==> config.mk <==
export PLATFORM = sky130hd
export DESIGN_NAME = msg_frame_asm
export DESIGN_NICKNAME = d
export VERILOG_FILES = /design/src/rtl/msg_frame_asm.sv
export SDC_FILE = /design/constraint.sdc
export NUM_CORES = 1
export LEC_CHECK = 0
export ABC_AREA = 1
export BUFFER_PORTS_ARGS = -buffer_cell sky130_fd_sc_hd__buf_2
export CAP_MARGIN = 20
export CORE_MARGIN = 4
export CORE_UTILIZATION = 30
export DETAILED_ROUTE_END_ITERATION = 16
export SYNTH_ARGS = -nofsm -noshare
export SYNTH_HDL_FRONTEND = slang
export SYNTH_SLANG_ARGS = --single-unit
==> constraint.sdc <==
create_clock -name clk -period 2.5 [get_ports clk]
set_input_delay 0.5 -clock clk [delete_from_list [all_inputs] [get_ports clk]]
set_output_delay 0.5 -clock clk [all_outputs]
set_load 0.005 [all_outputs]
==> src/rtl/msg_frame_asm.sv <==
// Framed UART message assembler with a show-ahead message FIFO.
// Optional XOR checksum word is enabled by defining MSG_FRAME_CHECKSUM_EN.
module msg_frame_asm #(
  parameter int WORD_SIZE = 8,
  parameter int WORDS_PER_PACKET = 4,
  parameter logic [WORD_SIZE-1:0] SOF_WORD = 8'hA5,
  parameter int TIMEOUT_CLKS = 1_125_000,
  parameter int FIFO_DEPTH = 8
) (
  input  logic clk,
  input  logic n_reset,
  input  logic [WORD_SIZE-1:0] data_in,
  input  logic data_in_valid,
  output logic [WORD_SIZE*WORDS_PER_PACKET-1:0] data_out,
  input  logic rd_en,
  output logic empty,
  output logic full,
  output logic [$clog2(FIFO_DEPTH):0] count,
  output logic frame_err,
  output logic overrun
);

  localparam int MW = WORD_SIZE * WORDS_PER_PACKET;
  localparam int PW = $clog2(FIFO_DEPTH);
  localparam int CW = PW + 1;
  localparam int IW =
    (WORDS_PER_PACKET > 1) ? $clog2(WORDS_PER_PACKET) : 1;
  localparam int TW = $clog2(TIMEOUT_CLKS + 1);

  localparam logic [IW-1:0] IDX_LAST = IW'(WORDS_PER_PACKET - 1);
  localparam logic [TW-1:0] T_LAST = TW'(TIMEOUT_CLKS - 1);
  localparam logic [CW-1:0] DEPTH = CW'(FIFO_DEPTH);

  typedef enum logic [1:0] {
    HUNT,
    PAYLOAD,
    PUSH
`ifdef MSG_FRAME_CHECKSUM_EN
    , CHECK
`endif
  } state_t;

  state_t state, state_d;

  logic [IW-1:0] idx;
  logic [TW-1:0] tcnt;
  logic [MW-1:0] asm_q;
  logic [MW-1:0] mem [FIFO_DEPTH];
  logic [PW-1:0] wr_ptr, rd_ptr;
  logic [CW-1:0] count_d;

  logic timeout, push, pop;
  logic fe_d, ov_d;

`ifdef MSG_FRAME_CHECKSUM_EN
  logic [WORD_SIZE-1:0] chk;
`endif

  assign timeout = !data_in_valid && (tcnt == T_LAST);
  assign push = (state == PUSH) && (!full || rd_en);
  assign pop = rd_en && !empty;
  assign ov_d = (state == PUSH) && full && !rd_en;
  assign data_out = mem[rd_ptr];

  always_ff @(posedge clk or negedge n_reset) begin
    if (!n_reset) state <= HUNT;
    else state <= state_d;
  end

  always_comb begin
    state_d = state;
    fe_d = 1'b0;
    unique case (state)
      HUNT: begin
        if (data_in_valid && data_in == SOF_WORD)
          state_d = PAYLOAD;
      end
      PAYLOAD: begin
        if (data_in_valid) begin
          if (idx == IDX_LAST) begin
`ifdef MSG_FRAME_CHECKSUM_EN
            state_d = CHECK;
`else
            state_d = PUSH;
`endif
          end
        end else if (timeout) begin
          fe_d = 1'b1;
          state_d = HUNT;
        end
      end
`ifdef MSG_FRAME_CHECKSUM_EN
      CHECK: begin
        if (data_in_valid) begin
          if (data_in == chk) begin
            state_d = PUSH;
          end else begin
            fe_d = 1'b1;
            state_d = HUNT;
          end
        end else if (timeout) begin
          fe_d = 1'b1;
          state_d = HUNT;
        end
      end
`endif
      PUSH: state_d = HUNT;
      default: state_d = HUNT;
    endcase
  end

  always_comb begin
    count_d = count;
    if (push && !pop) count_d = count + CW'(1);
    else if (!push && pop) count_d = count - CW'(1);
  end

  // Assembly side: word slot, idle timer and running checksum.
  always_ff @(posedge clk or negedge n_reset) begin
    if (!n_reset) begin
      idx <= '0;
      tcnt <= '0;
      asm_q <= '0;
`ifdef MSG_FRAME_CHECKSUM_EN
      chk <= '0;
`endif
    end else begin
      if (data_in_valid || state == HUNT || state == PUSH)
        tcnt <= '0;
      else
        tcnt <= tcnt + TW'(1);
      if (state == HUNT) begin
        idx <= '0;
`ifdef MSG_FRAME_CHECKSUM_EN
        chk <= '0;
`endif
      end else if (state == PAYLOAD && data_in_valid) begin
        asm_q[MW-WORD_SIZE*(int'(idx)+1) +: WORD_SIZE] <= data_in;
        idx <= idx + IW'(1);
`ifdef MSG_FRAME_CHECKSUM_EN
        chk <= chk ^ data_in;
`endif
      end
    end
  end

  always_ff @(posedge clk or negedge n_reset) begin
    if (!n_reset) begin
      for (int i = 0; i < FIFO_DEPTH; i++) mem[i] <= '0;
      wr_ptr <= '0;
      rd_ptr <= '0;
      count <= '0;
      empty <= 1'b1;
      full <= 1'b0;
      frame_err <= 1'b0;
      overrun <= 1'b0;
    end else begin
      if (push) begin
        mem[wr_ptr] <= asm_q;
        wr_ptr <= wr_ptr + PW'(1);
      end
      if (pop) rd_ptr <= rd_ptr + PW'(1);
      count <= count_d;
      empty <= (count_d == '0);
      full <= (count_d == DEPTH);
      frame_err <= fe_d;
      overrun <= ov_d;
    end
  end

endmodule

==> run summary <==
The mean area per synthesized cell is 8.91 sq um. The stage delay of the slowest cell on the critical path came out at 0.49 ns. Together, buffers and inverters on the worst path number 5. The maximum clock path buffer count is 3. The first-pass GRT wire length is 66900 microns. For this block, the initial DRC count from the detailed router was 922.

The final reports fail on setup timing. Summed over all instances, the cell type with the most area after synthesis is sky130_fd_sc_hd__dfrtp_1. The internal power is approximately 0.014 W.

In this run the clock root is driven by a sky130_fd_sc_hd__clkbuf_16. The tool flagged a number of max-cap violations equal to 0. The via count of the first global-routing pass came to ~12000. The cell count after synthesis is 1703. The register-to-register path setup slack came out at 0.36 ns. The area of the placeable core is 50100 sq um. At the pin with the least slew margin, the transition time is 0.636 ns.

The proportion of total power due to net switching is 0.387. Dividing the detail-routed via count by the number of cells gives approximately 5. The type of the worst min-delay path is in2reg. The global-route total usage across every layer came out at 0.155.

Based on the critical path, the design can be clocked at up to 385 MHz. STA classifies the critical path endpoint as an output pin. The most used flip-flop cell after synthesis is sky130_fd_sc_hd__dfrtp_1. Measured against its own limit, the worst slew margin works out to 0.575. Setup repair after global routing could not meet its margin everywhere. The iteration count of the initial detailed-routing pass came out at 5.

Summed over all cells, the static leakage comes to roughly 8.1 nW. The starting utilization of the core area is 0.303. The number of synthesized flops with an enable pin is 0.

From left edge to right edge, the die measures 233 microns. The final critical-path required period is 2.60 ns. The synthesis-to-finish area growth is 19.7%.

The data arrival time at the worst-slack endpoint came out at between 2 and 2.5 ns. The synthesized area is 15200 sq um. Of all nets on the critical path, the largest fanout is 6. For this run, design rule violations remaining after detail routing come to 0. The final standard cell count with taps included and fillers excluded came out at 2455. After floorplanning, the core was divided into 82 placement rows. Data on the critical path is required at its endpoint by 2.00 ns. The number of warnings printed during yosys synthesis came out at 0. The number of routed nets with antenna violations came out at 0.

The part of the power in the clock network is 0.233. The initial antenna violation count came out at 1. The cell that appears most often on the critical path is sky130_fd_sc_hd__buf_12. TritonCTS built the clock tree.

Counting flops and latches in the post-synthesis netlist gives roughly 330. Sorting the synthesized cells by area gives the leading types as sky130_fd_sc_hd__dfrtp_1 (54%), sky130_fd_sc_hd__nand2_1 (11%), sky130_fd_sc_hd__o21ai_1 (6.8%). Traced cell by cell, the critical path runs through buf_12 -> clkinv_16 -> buf_12 -> buf_16 -> nor2_1 -> o32ai_2 -> nand2_1 -> nand2_2 -> buf_6. The power density over the cells is 1270 nW/um^2. The critical-path cell with the highest stage delay is sky130_fd_sc_hd__dfrtp_4. The share of total power dissipated in sequential elements is 0.347. The kind of cell with the highest combined delay along the critical path is buffers and inverters. For the final routed database, the setup TNS stands at -1.04 ns. The final layout net count is ~1800. The number of clock buffers added by TritonCTS is 38. The critical setup path kind is reg2out. The detail-routed net length per standard cell is 17.7 microns. The number of library cell types mapped by synthesis came out at 41. The part of the cycle the worst path needs came out at 1.04.

The post-synthesis net count is 1725. The run finished, with violations left. The part of the power in combinational logic came out at 0.420. The number of antenna diodes is 0. The port buffer count is a little over 50. The switching component of the power is 0.00892 W. The share of post-route cells with drive strength above 1 is 0.169. Across the routed clock network, the largest skew measured is 0.0118 ns. Measured on the finished design, the core utilization comes to 0.363. The final worst hold slack is 0.272 ns. The detailed-route via count came out at 12200. The number of hold violations in the final report is 0. Summed over all layers, the global routing overflow is 0. The die covers between 50000 and 60000 sq um. The max-slew violation count came out at 0. The maximum ir drop on the vdd rail is 0.558 mV. The routed design has 43400 microns of wire. The final weighted congestion of routability-driven global placement came out at approximately 0.81. Setup slack on the critical path of the routed design comes to -0.0977 ns.

CTS built an H-tree with a depth of 2. The HPWL after detailed placement is 24500 microns. The share of synthesized area in the top cell type comes to 0.537.

The later pin in the worst-skew pair is clocked with a latency of roughly 0.52 ns. The proportion of register bits with asynchronous set or reset after synthesis came out at 1.00. STA classifies the critical path startpoint as a flip-flop. Counting tap cells, the placed design contains a total of roughly 2400 instances.

The TritonCTS sink count came out at 327. The pin count of the biggest net entering global routing is 77. The final number of setup-violating endpoints came out at 29. The share of the Yosys chip area taken by registers is 0.539. The clock slew seen by the registers of the worst setup and hold paths came out at 0.06 ns. The number of top-level design ports came out at 52.

The vertical die dimension is 233 microns.
## sequential cells by signal, indices dropped and copies added, names as in the netlist, 2 cells and up
| signal | flops |
|---|---|
| count | 4 |
| tcnt | 21 |
| rd_ptr | 3 |
| mem | 256 |
| idx | 2 |
| state | 2 |
| asm_q | 32 |
| wr_ptr | 3 |
## layout by cell type (no fill, tap or decap), drive strengths merged
cell type,instances
nand2,429
o21ai,359
dfrtp,326
nor2,190
buf,111
inv,85
clkbuf,54
nand3,52
o22ai,35
mux2i,32
o32ai,32
a21oi,16
clkinv,13
nand4,13
ha,10
nor3,7
xor2,5
bufinv,3
a211oi,2
or2,1
nand3b,1
and3,1
a31oi,1
xnor2,1
clkinvlp,1
nor4,1
dfstp,1
dlygate4sd3,1
## cells in the mapped netlist (2+ instances only)
master / n
sky130_fd_sc_hd__xor2_1: 5
sky130_fd_sc_hd__buf_1: 4
sky130_fd_sc_hd__inv_2: 6
sky130_fd_sc_hd__a21oi_1: 16
sky130_fd_sc_hd__o32ai_1: 32
sky130_fd_sc_hd__o21ai_1: 207
sky130_fd_sc_hd__o21ai_0: 123
sky130_fd_sc_hd__mux2i_1: 32
sky130_fd_sc_hd__nand3_1: 51
sky130_fd_sc_hd__a211oi_1: 2
sky130_fd_sc_hd__nand2_1: 428
sky130_fd_sc_hd__dfrtp_1: 326
sky130_fd_sc_hd__nor2_4: 5
sky130_fd_sc_hd__buf_2: 12
sky130_fd_sc_hd__buf_6: 42
sky130_fd_sc_hd__nor3_1: 7
sky130_fd_sc_hd__o22ai_1: 35
sky130_fd_sc_hd__clkbuf_1: 35
sky130_fd_sc_hd__inv_1: 77
sky130_fd_sc_hd__buf_4: 8
sky130_fd_sc_hd__ha_1: 10
sky130_fd_sc_hd__nor2_1: 183
sky130_fd_sc_hd__nand4_1: 5
sky130_fd_sc_hd__nand4_4: 7
sky130_fd_sc_hd__o21ai_2: 29
## area by class of cell
type / count / area, sq um
Timing Repair Buffer: 117 / 1360
Clock inverter: 16 / 163
Fill cell: 5086 / 31900
Inverter: 85 / 352
Sequential cell: 327 / 8190
Tap cell: 672 / 841
Clock buffer: 49 / 1030
Timing Repair inverter: 1 / 16.3
Multi-Input combinational cell: 1188 / 6200
## per-layer routing
layer	GRT usage	share of wire	vias up
met4	0.0510	0.022	0
met3	0.0260	0.053	85
met1	0.208	0.45	5914
li1	-	-	5828
met2	0.254	0.47	325
met5	0	0	-
## power by group through the flow
stage / registers, W / clock network [W] / logic [W]
after global routing: 0.00818 / 0.00575 / 0.0106
after detailed placement: 0.00799 / 0 / 0.00739
after floorplan: 0.00762 / 0 / 0.00524
after CTS: 0.00792 / 0.00551 / 0.00863
after global placement: 0.00794 / 0 / 0.00725
final: 0.00799 / 0.00537 / 0.00969
## per-stage QoR
step / setup WS [ns] / power [W] / area (sq um)
floorplan: 0.691 / 0.0129 / 15200
detailed placement: 0.383 / 0.0154 / 15900
CTS: -0.0962 / 0.0221 / 17600
global placement: 0.358 / 0.0152 / 15900
finish: -0.0977 / 0.0230 / 18200
global route: -0.162 / 0.0246 / 18200
## repair_timing
item | CTS | global route
buffers inserted | 11 | 4
hold buffers | 1 | 0
gates cloned | 9 | 8
pin swaps | 18 | 40
gates resized for setup | 61 | 88
setup endpoints to repair | 32 | 32
endpoints found under the hold margin | 43 | 0
## path summary, 6_finish.rpt
| path | from | to | cells after the start |
|---|---|---|---|
| min in group asynchronous | n_reset | mem[26] | 2 |
| min | data_in_valid | frame_err | 2 |
| max | rd_ptr[0] | data_out[1] | 9 |
| max in group asynchronous | n_reset | empty | 3 |
| min reg2reg | tcnt[0] | tcnt[0] | 1 |
| max reg2reg | idx[0] | asm_q[1] | 7 |
## logic make-up after synthesis
kind of cell             after synthesis  synth area share
XOR/XNOR                               6           0.00346
flip-flops                           327             0.539
AND/OR/NAND/NOR                      695             0.191
adder cells (fa/ha/maj)               10           0.00824
AO/OA/AOI/OAI                        445             0.165
buffers and inverters                188            0.0717
multiplexers                          32            0.0211
No activity file was read; power rests on OpenSTA's default activity.
